### config.mk
export PLATFORM = sky130hd
export DESIGN_NAME = max7219_spi_receiver_flat
export DESIGN_NICKNAME = d
export VERILOG_FILES = /design/src/rtl/max7219_spi_receiver_if.sv /design/src/rtl/max7219_spi_receiver.sv /design/src/flat_wrapper.sv
export SDC_FILE = /design/constraint.sdc
export NUM_CORES = 1
export LEC_CHECK = 0
export CORE_MARGIN = 1.5
export CORE_UTILIZATION = 55
export CTS_CLUSTER_DIAMETER = 120
export DETAILED_ROUTE_END_ITERATION = 12
export DONT_BUFFER_PORTS = 1
export PLACE_DENSITY = 0.7
export SYNTH_ARGS = -nofsm -noshare
export SYNTH_HDL_FRONTEND = slang
export SYNTH_SLANG_ARGS = --single-unit
### constraint.sdc
create_clock -name clk -period 5.14 [get_ports clk]
set_input_delay 1.028 -clock clk [delete_from_list [all_inputs] [get_ports clk]]
set_output_delay 1.028 -clock clk [all_outputs]
set_load 0.1 [all_outputs]
### src/rtl/max7219_spi_receiver_if.sv
// +--------------------------------------------------------------------+
// | max7219_spi_receiver_if : 3-wire SPI link to the display receiver   |
// | Rev 1.0                                                             |
// +--------------------------------------------------------------------+
`default_nettype none

interface max7219_spi_receiver_if;
  logic cs;
  logic sclk;
  logic mosi;

  modport master (output cs, output sclk, output mosi);
  modport slave  (input  cs, input  sclk, input  mosi);
endinterface

`default_nettype wire

### src/rtl/max7219_spi_receiver.sv
// +--------------------------------------------------------------------+
// | max7219_spi_receiver : oversampled SPI slave + MAX7219 register file |
// | Rev 1.0                                                             |
// +--------------------------------------------------------------------+
`default_nettype none

module max7219_spi_receiver #(
  parameter int SYNC_STAGES = 2,
  parameter int NUM_DIGITS  = 8
) (
  input  wire logic                   clk,
  input  wire logic                   res,
  max7219_spi_receiver_if.slave       spi,
  input  wire logic [2:0]             rd_addr,
  output logic      [7:0]             rd_data,
  output logic      [7:0]             decode_mode,
  output logic      [3:0]             intensity,
  output logic      [2:0]             scan_limit,
  output logic                        shutdown_n,
  output logic                        display_test,
  output logic                        word_strobe,
  output logic      [3:0]             word_addr,
  output logic      [7:0]             word_data,
  output logic                        short_frame
);

  localparam logic [3:0] c_num_digits = 4'(NUM_DIGITS);
  localparam logic [4:0] c_full_word  = 5'd16;

  logic [SYNC_STAGES-1:0] r_cs_sync;
  logic [SYNC_STAGES-1:0] r_sclk_sync;
  logic [SYNC_STAGES-1:0] r_mosi_sync;
  logic                   r_cs_d;
  logic                   r_sclk_d;
  // Only the low 12 bits of the 16-bit word are ever decoded, so the
  // upper nibble is shifted out immediately instead of being stored.
  logic [11:0]            r_sr;
  logic [4:0]             r_bit_cnt;
  logic [7:0]             r_digit [8];
  logic [7:0]             r_decode_mode;
  logic [3:0]             r_intensity;
  logic [2:0]             r_scan_limit;
  logic                   r_shutdown_n;
  logic                   r_display_test;
  logic                   r_word_strobe;
  logic                   r_short_frame;
  logic [3:0]             r_word_addr;
  logic [7:0]             r_word_data;

  logic       w_cs_s;
  logic       w_sclk_s;
  logic       w_mosi_s;
  logic       w_cs_fall;
  logic       w_cs_rise;
  logic       w_sclk_rise;
  logic       w_shift;
  logic       w_commit;
  logic       w_short;
  logic [2:0] w_digit_idx;

  assign w_cs_s      = r_cs_sync[SYNC_STAGES-1];
  assign w_sclk_s    = r_sclk_sync[SYNC_STAGES-1];
  assign w_mosi_s    = r_mosi_sync[SYNC_STAGES-1];
  assign w_cs_fall   = r_cs_d & ~w_cs_s;
  assign w_cs_rise   = ~r_cs_d & w_cs_s;
  assign w_sclk_rise = w_sclk_s & ~r_sclk_d;
  assign w_shift     = w_sclk_rise & ~w_cs_s;
  assign w_commit    = w_cs_rise & (r_bit_cnt == c_full_word);
  assign w_short     = w_cs_rise & (r_bit_cnt != c_full_word);
  // Addresses 1..8 map to 0..7; address 8 wraps through 3'b000 - 1 = 7.
  assign w_digit_idx = r_sr[10:8] - 3'd1;

  always_ff @(posedge clk or negedge res) begin
    if (!res) begin
      r_cs_sync   <= {SYNC_STAGES{1'b1}};
      r_sclk_sync <= '0;
      r_mosi_sync <= '0;
      r_cs_d      <= 1'b1;
      r_sclk_d    <= 1'b0;
    end else begin
      r_cs_sync   <= {r_cs_sync[SYNC_STAGES-2:0], spi.cs};
      r_sclk_sync <= {r_sclk_sync[SYNC_STAGES-2:0], spi.sclk};
      r_mosi_sync <= {r_mosi_sync[SYNC_STAGES-2:0], spi.mosi};
      r_cs_d      <= w_cs_s;
      r_sclk_d    <= w_sclk_s;
    end
  end

  always_ff @(posedge clk or negedge res) begin
    if (!res) begin
      r_sr      <= '0;
      r_bit_cnt <= '0;
    end else begin
      if (w_shift) begin
        r_sr <= {r_sr[10:0], w_mosi_s};
      end
      if (w_cs_fall) begin
        r_bit_cnt <= '0;
      end else if (w_shift && (r_bit_cnt != c_full_word)) begin
        r_bit_cnt <= r_bit_cnt + 5'd1;
      end
    end
  end

  always_ff @(posedge clk or negedge res) begin
    if (!res) begin
      for (int i = 0; i < 8; i++) begin
        r_digit[i] <= '0;
      end
      r_decode_mode  <= '0;
      r_intensity    <= '0;
      r_scan_limit   <= '0;
      r_shutdown_n   <= 1'b0;
      r_display_test <= 1'b0;
      r_word_strobe  <= 1'b0;
      r_short_frame  <= 1'b0;
      r_word_addr    <= '0;
      r_word_data    <= '0;
    end else begin
      r_word_strobe <= w_commit;
      r_short_frame <= w_short;
      if (w_commit) begin
        r_word_addr <= r_sr[11:8];
        r_word_data <= r_sr[7:0];
        case (r_sr[11:8])
          4'h1, 4'h2, 4'h3, 4'h4, 4'h5, 4'h6, 4'h7, 4'h8: begin
            if (r_sr[11:8] <= c_num_digits) begin
              r_digit[w_digit_idx] <= r_sr[7:0];
            end
          end
          4'h9:    r_decode_mode  <= r_sr[7:0];
          4'hA:    r_intensity    <= r_sr[3:0];
          4'hB:    r_scan_limit   <= r_sr[2:0];
          4'hC:    r_shutdown_n   <= r_sr[0];
          4'hF:    r_display_test <= r_sr[0];
          default: ;
        endcase
      end
    end
  end

  assign rd_data      = ({1'b0, rd_addr} < c_num_digits) ? r_digit[rd_addr] : 8'h00;
  assign decode_mode  = r_decode_mode;
  assign intensity    = r_intensity;
  assign scan_limit   = r_scan_limit;
  assign shutdown_n   = r_shutdown_n;
  assign display_test = r_display_test;
  assign word_strobe  = r_word_strobe;
  assign word_addr    = r_word_addr;
  assign word_data    = r_word_data;
  assign short_frame  = r_short_frame;

endmodule

`default_nettype wire

### src/flat_wrapper.sv
// flat-port wrapper written by rule: the top's interface ports become plain ports
module max7219_spi_receiver_flat 
#(
  parameter int SYNC_STAGES = 2,
  parameter int NUM_DIGITS  = 8
)
  (clk, res, rd_addr, rd_data, decode_mode, intensity, scan_limit, shutdown_n, display_test, word_strobe, word_addr, word_data, short_frame, spi_cs, spi_sclk, spi_mosi);
  max7219_spi_receiver_if spi_i ();
  input  wire logic clk;
  input  wire logic res;
  input  wire logic [2:0] rd_addr;
  output logic      [7:0] rd_data;
  output logic      [7:0] decode_mode;
  output logic      [3:0] intensity;
  output logic      [2:0] scan_limit;
  output logic shutdown_n;
  output logic display_test;
  output logic word_strobe;
  output logic      [3:0] word_addr;
  output logic      [7:0] word_data;
  output logic short_frame;
  input wire logic [$bits(spi_i.cs)-1:0] spi_cs;
  input wire logic [$bits(spi_i.sclk)-1:0] spi_sclk;
  input wire logic [$bits(spi_i.mosi)-1:0] spi_mosi;
  assign spi_i.cs = spi_cs;
  assign spi_i.sclk = spi_sclk;
  assign spi_i.mosi = spi_mosi;
  max7219_spi_receiver #(.SYNC_STAGES(SYNC_STAGES), .NUM_DIGITS(NUM_DIGITS)) u_core (.clk(clk), .res(res), .spi(spi_i), .rd_addr(rd_addr), .rd_data(rd_data), .decode_mode(decode_mode), .intensity(intensity), .scan_limit(scan_limit), .shutdown_n(shutdown_n), .display_test(display_test), .word_strobe(word_strobe), .word_addr(word_addr), .word_data(word_data), .short_frame(short_frame));
endmodule
==> flow_summary.toml, run 1 <==
[setup_path]
reg2reg_depth = 6
worst_ep_arrival_time_ns = 2.02
worstReg2RegStart = "u_core.r_sr[8]"
cp-start-kind = "input pin"
crit_path_max_incr_delay_ns = 0.51
timing.reg2reg.setup_slack_ns = 2.11
critical_path_cell_with_the_highest_stage_delay = "sky130_fd_sc_hd__mux2_2"
regToRegEndpoint = "u_core.r_digit[26]"
critical-path-top-delay-family = "multiplexers"
crit_fanout = 16
path_buf_inv = 0
crit_path_end_kind = "primary output"
path_cells = "mux4_2 -> mux2_2"
worstSetupPathType = "input pin to primary output"
required_time_reported_for_the_critical_path_endpoint_ns = 4.11

[clocking]
cts_hold_buf = 0
cts.reportedPaths.clkPinSlew_ns = 0.06
htreeDepth = 4
number_of_gates_given_a_new_drive_strength_after_cts = 0
cts_setup_buffers = 0
tritoncts = "yes"
worstSkewPairLatency_ns = 0.52
clock_sink_count = 120
cts_buffers = 17
clockBufferDepth = 2
clock_tree.root_cell = "sky130_fd_sc_hd__clkbuf_8"

[synth]
synth-main-ff-cell = "sky130_fd_sc_hd__dfrtp_1"
edff_count_synth = 0
ys_top_cells_by_area = "sky130_fd_sc_hd__dfrtp_1, sky130_fd_sc_hd__mux2_2, sky130_fd_sc_hd__mux2_4"
netlist_instances = 352
syn-num-nets = 367
async_flop_share_pct = 100.0
synthesis.area_per_instance_um2 = 15.16
synth-seq-area-share_pct = 56.34
synthesis.yosys.warnings = 0
post_synth_num_cell_types = 37
netlist_area_mm2 = 0.005336
yosys_register_bits = 120
synth_largest_area_cell = "sky130_fd_sc_hd__dfrtp_1"
synth_top_area_share_pct = 54.87

[sta]
finalClockSkew_ns = 0.008084
period_minus_slack_ns = 3.050
min_period_over_period_pct = 59.35
final_hold_viol_count = 0
setup_viol_count_final = 0
timing.hold.ws_ns = 0.2019
tightestPinTransition_ns = 0.9327
final-max-slew-violation-count = 0
achievable_clock_frequency_mhz = 327.8
tns_ns = 0
grt_setup_unrepaired = "false"
timing.max_slew.rel_slack_pct = 37.82

[die]
die_width_um = 101.5
core-area_mm2 = 0.009328
die-height_um = 101.5
row_count = 35
overall_die_area_mm2 = 0.01030
start_util_pct = 57.21
floorplan.io_pins = 47

[grt]
grt_start_max_net_pins = 121
use_met2_pct = 33.23
grt_first_pass_wirelength_mm = 16.50
antenna_found_initial = 0
grt_pass1_vias = 2991
grt_busiest_layer = "met2"
grt_use_met1_pct = 29.52
grt.met3_usage_pct = 8.765
grt_remaining_overflow = 0
grt_usage_pct = 22.22

[routing]
drt.antenna.violating_nets = 0
detail_route.first_pass.iterations = 4
routed_wire_length_per_instance_um = 20.21
post-route-drc-count = 0
drt-total-wl_mm = 9.903
post_drt_via_cell_ratio = 5.735
via_count = 2810
first_iter_violations = 89

[job]
max-cap-violations = 0

[final_layout]
number_of_diodes = 0
design.final.nets = 363
layout_overhead_on_the_synthesized_area_pct = 11.09
final_core_utilization_pct = 63.55
post_route_cells_drive_above_1_share_pct = 43.21

[outcome]
result_of_the_run = "complete, no violations"

[pwr]
cellPowerDensity_mw_per_mm2 = 392.6
ir_drop_worst_vdd_mv = 0.2629
p_leak_nw = 2.915

[place]
detailedPlacementHpwl_mm = 5.870
numPortBuffers = 0
place.gp.congestion = 0.7084

[min_path]
holdCritPathClass = "input pin to asynchronous set/reset pin"
[sequential cells by signal, summed over array words and instances, names as in the netlist]
| name | flops |
|---|---|
| u_core.r_sclk_sync | 2 |
| u_core.short_frame | 1 |
| u_core.display_test | 1 |
| u_core.r_digit | 64 |
| u_core.r_bit_cnt | 5 |
| u_core.decode_mode | 8 |
| u_core.r_sr | 12 |
| u_core.shutdown_n | 1 |
| u_core.intensity | 4 |
| u_core.word_strobe | 1 |
| u_core.r_sclk_d | 1 |
| u_core.r_cs_sync | 2 |
| u_core.r_mosi_sync | 2 |
| u_core.scan_limit | 3 |
| u_core.word_data | 8 |
| u_core.word_addr | 4 |
| u_core.r_cs_d | 1 |
[power breakdown]
group / internal (mW) / leakage [nW] / switching, mW
clock network: 0.684 / 0.259 / 0.421
registers: 0.980 / 1.64 / 0.120
logic: 0.0590 / 1.01 / 0.0638
[through the flow]
step           std cells  cell area, um^2  setup slack, ns  total power [mW]
2_1_floorplan        352             5336            1.362             1.203
3_3_place_gp         458             5375            2.112             1.231
3_5_place_dp         458             5375            2.095             1.240
4_1_cts              490             5928            2.089             2.359
5_1_grt              490             5928            1.873             2.427
6_report             490             5928            2.090             2.327
[kinds of logic (layout without fill, tap and decap cells)]
logic type                 count (synthesis)  count (layout)  share of synthesized area, %
DFF                                      120             120                         56.34
and+or+nand+nor                           68              68                         8.183
buffers and inverters                     29              38                         2.790
xor gates and xnor gates                   6               6                        0.9848
adders and majority gates                  7               7                         1.641
muxes                                    115             115                         29.33
AOI/OAI and AO/OA                          7               7                        0.7269
[synth_stat cells (all sizes together), types with 2 or more instances]
cell / number
mux2: 99
clkbuf: 13
buf: 11
nand4: 4
nor2: 5
nor3b: 2
xor2: 4
ha: 7
xnor2: 2
mux4: 16
or4: 3
nand4b: 3
dfrtp: 117
nor4: 6
o21ai: 4
a21oi: 2
inv: 4
nand2: 37
dfstp: 3
[placed cells by master, fill, tap and decap left out, drive strengths merged, types with 4 or more instances in the layout]
cell,instances
clkbuf,19
o21ai,4
nor2,5
nand4,4
nor4,6
clkinvlp,5
mux2,99
clkinv,7
mux4,16
dfrtp,117
nand2,37
inv,4
ha,7
xor2,4
[per-layer routing]
metal  vias up  wire length, um
li1       1251                -
met4         0              151
met1      1483             4561
met3        15              477
met2        61             4712
met5         -                0
[area by class of cell]
| class | count | area, um^2 |
|---|---|---|
| multi-input combinational | 203 | 2181 |
| fill | 688 | 3400 |
| clock inverter | 13 | 131.4 |
| clock buffer | 19 | 421.7 |
| sequential | 120 | 3007 |
| timing repair buffer | 1 | 7.507 |
| inverter | 5 | 18.77 |
| tap | 129 | 161.4 |
[worst max path at each step]
stage | endpoint | depth (start not counted) | startpoint
after floorplan | rd_data[0] | 4 | rd_addr[0]
after global placement | rd_data[2] | 2 | rd_addr[0]
after detailed placement | rd_data[0] | 2 | rd_addr[0]
after CTS | u_core.r_digit[47] | 6 | u_core.r_sr[8]
after global routing | u_core.r_digit[26] | 6 | u_core.r_sr[8]
final | rd_data[2] | 2 | rd_addr[0]
Power figures use the tool's default switching activity.
==> run 2, diff against run 1 <==
==> constraint.sdc (replaced) <==
create_clock -name clk -period 3.2 [get_ports clk]
set_input_delay 0.64 -clock clk [delete_from_list [all_inputs] [get_ports clk]]
set_output_delay 0.64 -clock clk [all_outputs]
set_load 0.1 [all_outputs]
==> run 2 against run 1 <==
  * Critical endpoint is now u_core.r_digit[27]
  * Die area unchanged
  * Clock skew down 0.0021 ns
  * The flow now finishes with violations (negative hold slack)
  * Clock power up 75%
  * Cell count grew 0.82%
  * Setup slack got worse by 1.7 ns
  * Worst hold slack got worse by 0.40 ns
  * Highest routed layer unchanged
  * Via count rose by 0.71%
  * Sequential share of layout area decreased by 0.69 points
  * First-iteration DRC count grew 6.7%
  * Sequential power increased by 60%
  * Routed wire length rose by 2.7%
  * Global-route usage barely moved
==> flow_summary.toml, run 2 (synthesis results as in run 1) <==
[die]
die-height_um = 101.5
floorplan.io_pins = 47
overall_die_area_mm2 = 0.01030
core-area_mm2 = 0.009328
row_count = 35
start_util_pct = 57.21
die_width_um = 101.5

[final_layout]
largest_register = "u_core.r_digit"
max_reg_flops = 64
number_of_diodes = 0
design.final.nets = 367
final_core_utilization_pct = 64.43
most_common_library_cell_in_the_layout_ignoring_fill_and_taps = "sky130_fd_sc_hd__dfrtp_1"
most-common-layout-cells = "sky130_fd_sc_hd__dfrtp_1, sky130_fd_sc_hd__mux2_2, sky130_fd_sc_hd__nand2_1"
layout_overhead_on_the_synthesized_area_pct = 12.61
layout_top_registers = "u_core.r_digit (64), u_core.r_sr (12)"
post_route_cells_drive_above_1_share_pct = 44.11

[setup_path]
worst_setup_path_startpoint = "u_core.r_sr[8]"
timing.reg2reg.setup_slack_ns = 0.41
path_depth = 6
worstSetupPathType = "flop to flop"
crit_path_max_incr_delay_ns = 0.64
reg2reg_depth = 6
worstReg2RegStart = "u_core.r_sr[8]"
worst_ep_arrival_time_ns = 3.20
timing.critical_path.to = "u_core.r_digit[27]"
critical_path_cell_with_the_highest_stage_delay = "sky130_fd_sc_hd__or4_1"
path_cells = "buf_4 -> ha_1 -> nor4_1 -> o22a_1 -> or4_1 -> mux2_4"
regToRegEndpoint = "u_core.r_digit[27]"
crit_fanout = 8
cp-start-kind = "flop"
required_time_reported_for_the_critical_path_endpoint_ns = 3.60
critical-path-top-delay-family = "simple AND/OR/NAND/NOR gates"
path_buf_inv = 1
crit_path_end_kind = "flop"

[pwr]
cellPowerDensity_mw_per_mm2 = 649.9
p_leak_nw = 2.957
ir_drop_worst_vdd_mv = 0.3529

[routing]
detail_route.first_pass.iterations = 4
drt-total-wl_mm = 10.17
first_iter_violations = 95
drt.antenna.violating_nets = 0
post-route-drc-count = 0
routed_wire_length_per_instance_um = 20.59
post_drt_via_cell_ratio = 5.729
via_count = 2830

[sta]
achievable_clock_frequency_mhz = 358.3
finalClockSkew_ns = 0.005995
min_period_over_period_pct = 87.22
final-max-slew-violation-count = 0
tns_ns = 0
period_minus_slack_ns = 2.791
final_hold_viol_count = 117
grt_setup_unrepaired = "false"
tightestPinTransition_ns = 0.9158
setup_viol_count_final = 0
final.setup.worst_slack_ns = 0.4091
timing.max_slew.rel_slack_pct = 38.95
timing.hold.ws_ns = -0.1948

[clocking]
clock_sink_count = 120
cts.reportedPaths.clkPinSlew_ns = 0.06
clock_tree.root_cell = "sky130_fd_sc_hd__clkbuf_8"
cts_buffers = 17
cts_setup_buffers = 0
worstSkewPairLatency_ns = 0.52
tritoncts = "yes"
number_of_gates_given_a_new_drive_strength_after_cts = 0
clockBufferDepth = 2
htreeDepth = 4

[grt]
grt_use_met1_pct = 30.49
grt_start_max_net_pins = 121
grt_remaining_overflow = 0
grt_first_pass_wirelength_mm = 16.71
grt.met3_usage_pct = 7.108
antenna_found_initial = 0
use_met2_pct = 33.38
grt_usage_pct = 22.21
grt_pass1_vias = 3044
grt_busiest_layer = "met2"

[outcome]
result_of_the_run = "finished with violations"
failed_checks = "negative hold slack"

[min_path]
holdCritPathClass = "input pin to asynchronous set/reset pin"

[place]
place.gp.congestion = 0.7229
numPortBuffers = 0
detailedPlacementHpwl_mm = 6.063
dp_slack_ns = 0.4601

[job]
max-cap-violations = 0
-- run 2: cell type report --
class / count / area [um^2]
clock buffer: 19 / 431.7
clock inverter: 13 / 172.7
fill: 674 / 3318
inverter: 5 / 18.77
multi-input combinational: 203 / 2181
sequential: 120 / 3007
tap: 129 / 161.4
timing repair buffer: 5 / 37.54
-- run 2: worst min-delay path by stage --
stage | to | slack (ns) | cells past startpoint
2_1_floorplan | u_core.r_mosi_sync[1] | 0.33 | 0
3_3_place_gp | u_core.r_sclk_sync[1] | 0.33 | 0
3_5_place_dp | u_core.r_digit[29] | 0.35 | 0
4_1_cts | u_core.decode_mode[7] | -0.21 | 0
5_1_grt | u_core.r_digit[20] | -0.21 | 0
6_report | u_core.r_digit[29] | -0.19 | 0
-- run 2: metrics by stage --
stage | std cells | area (um^2) | hold slack, ns | power [mW]
floorplan | 352 | 5336 | 0.3312 | 1.933
global placement | 462 | 5405 | 0.3319 | 1.990
detailed placement | 462 | 5405 | 0.3471 | 2.001
CTS | 494 | 6010 | -0.2145 | 3.939
global route | 494 | 6010 | -0.2108 | 4.039
finish | 494 | 6010 | -0.1948 | 3.905
-- run 2: worst reg2reg max path: cells and delay by family (launching register included) --
kind            cells  cell delay (ns)
simple gates        2             0.99
buf+inv             1             0.19
mux                 1             0.35
fa+ha+maj           1             0.24
compound gates      1             0.54
flops               1             0.37
-- run 2: routing by layer --
layer  wire [um]  vias to the layer above
li1            -                     1253
met4         169                        0
met3         557                       18
met5           0                        -
met1        4712                     1491
met2        4733                       68
-- run 2: report_power, final --
| part | total [mW] | switching [mW] | internal (mW) |
|---|---|---|---|
| logic | 0.216 | 0.117 | 0.0990 |
| clock network | 1.93 | 0.713 | 1.21 |
| registers | 1.76 | 0.189 | 1.57 |
| total | 3.91 | 1.02 | 2.89 |
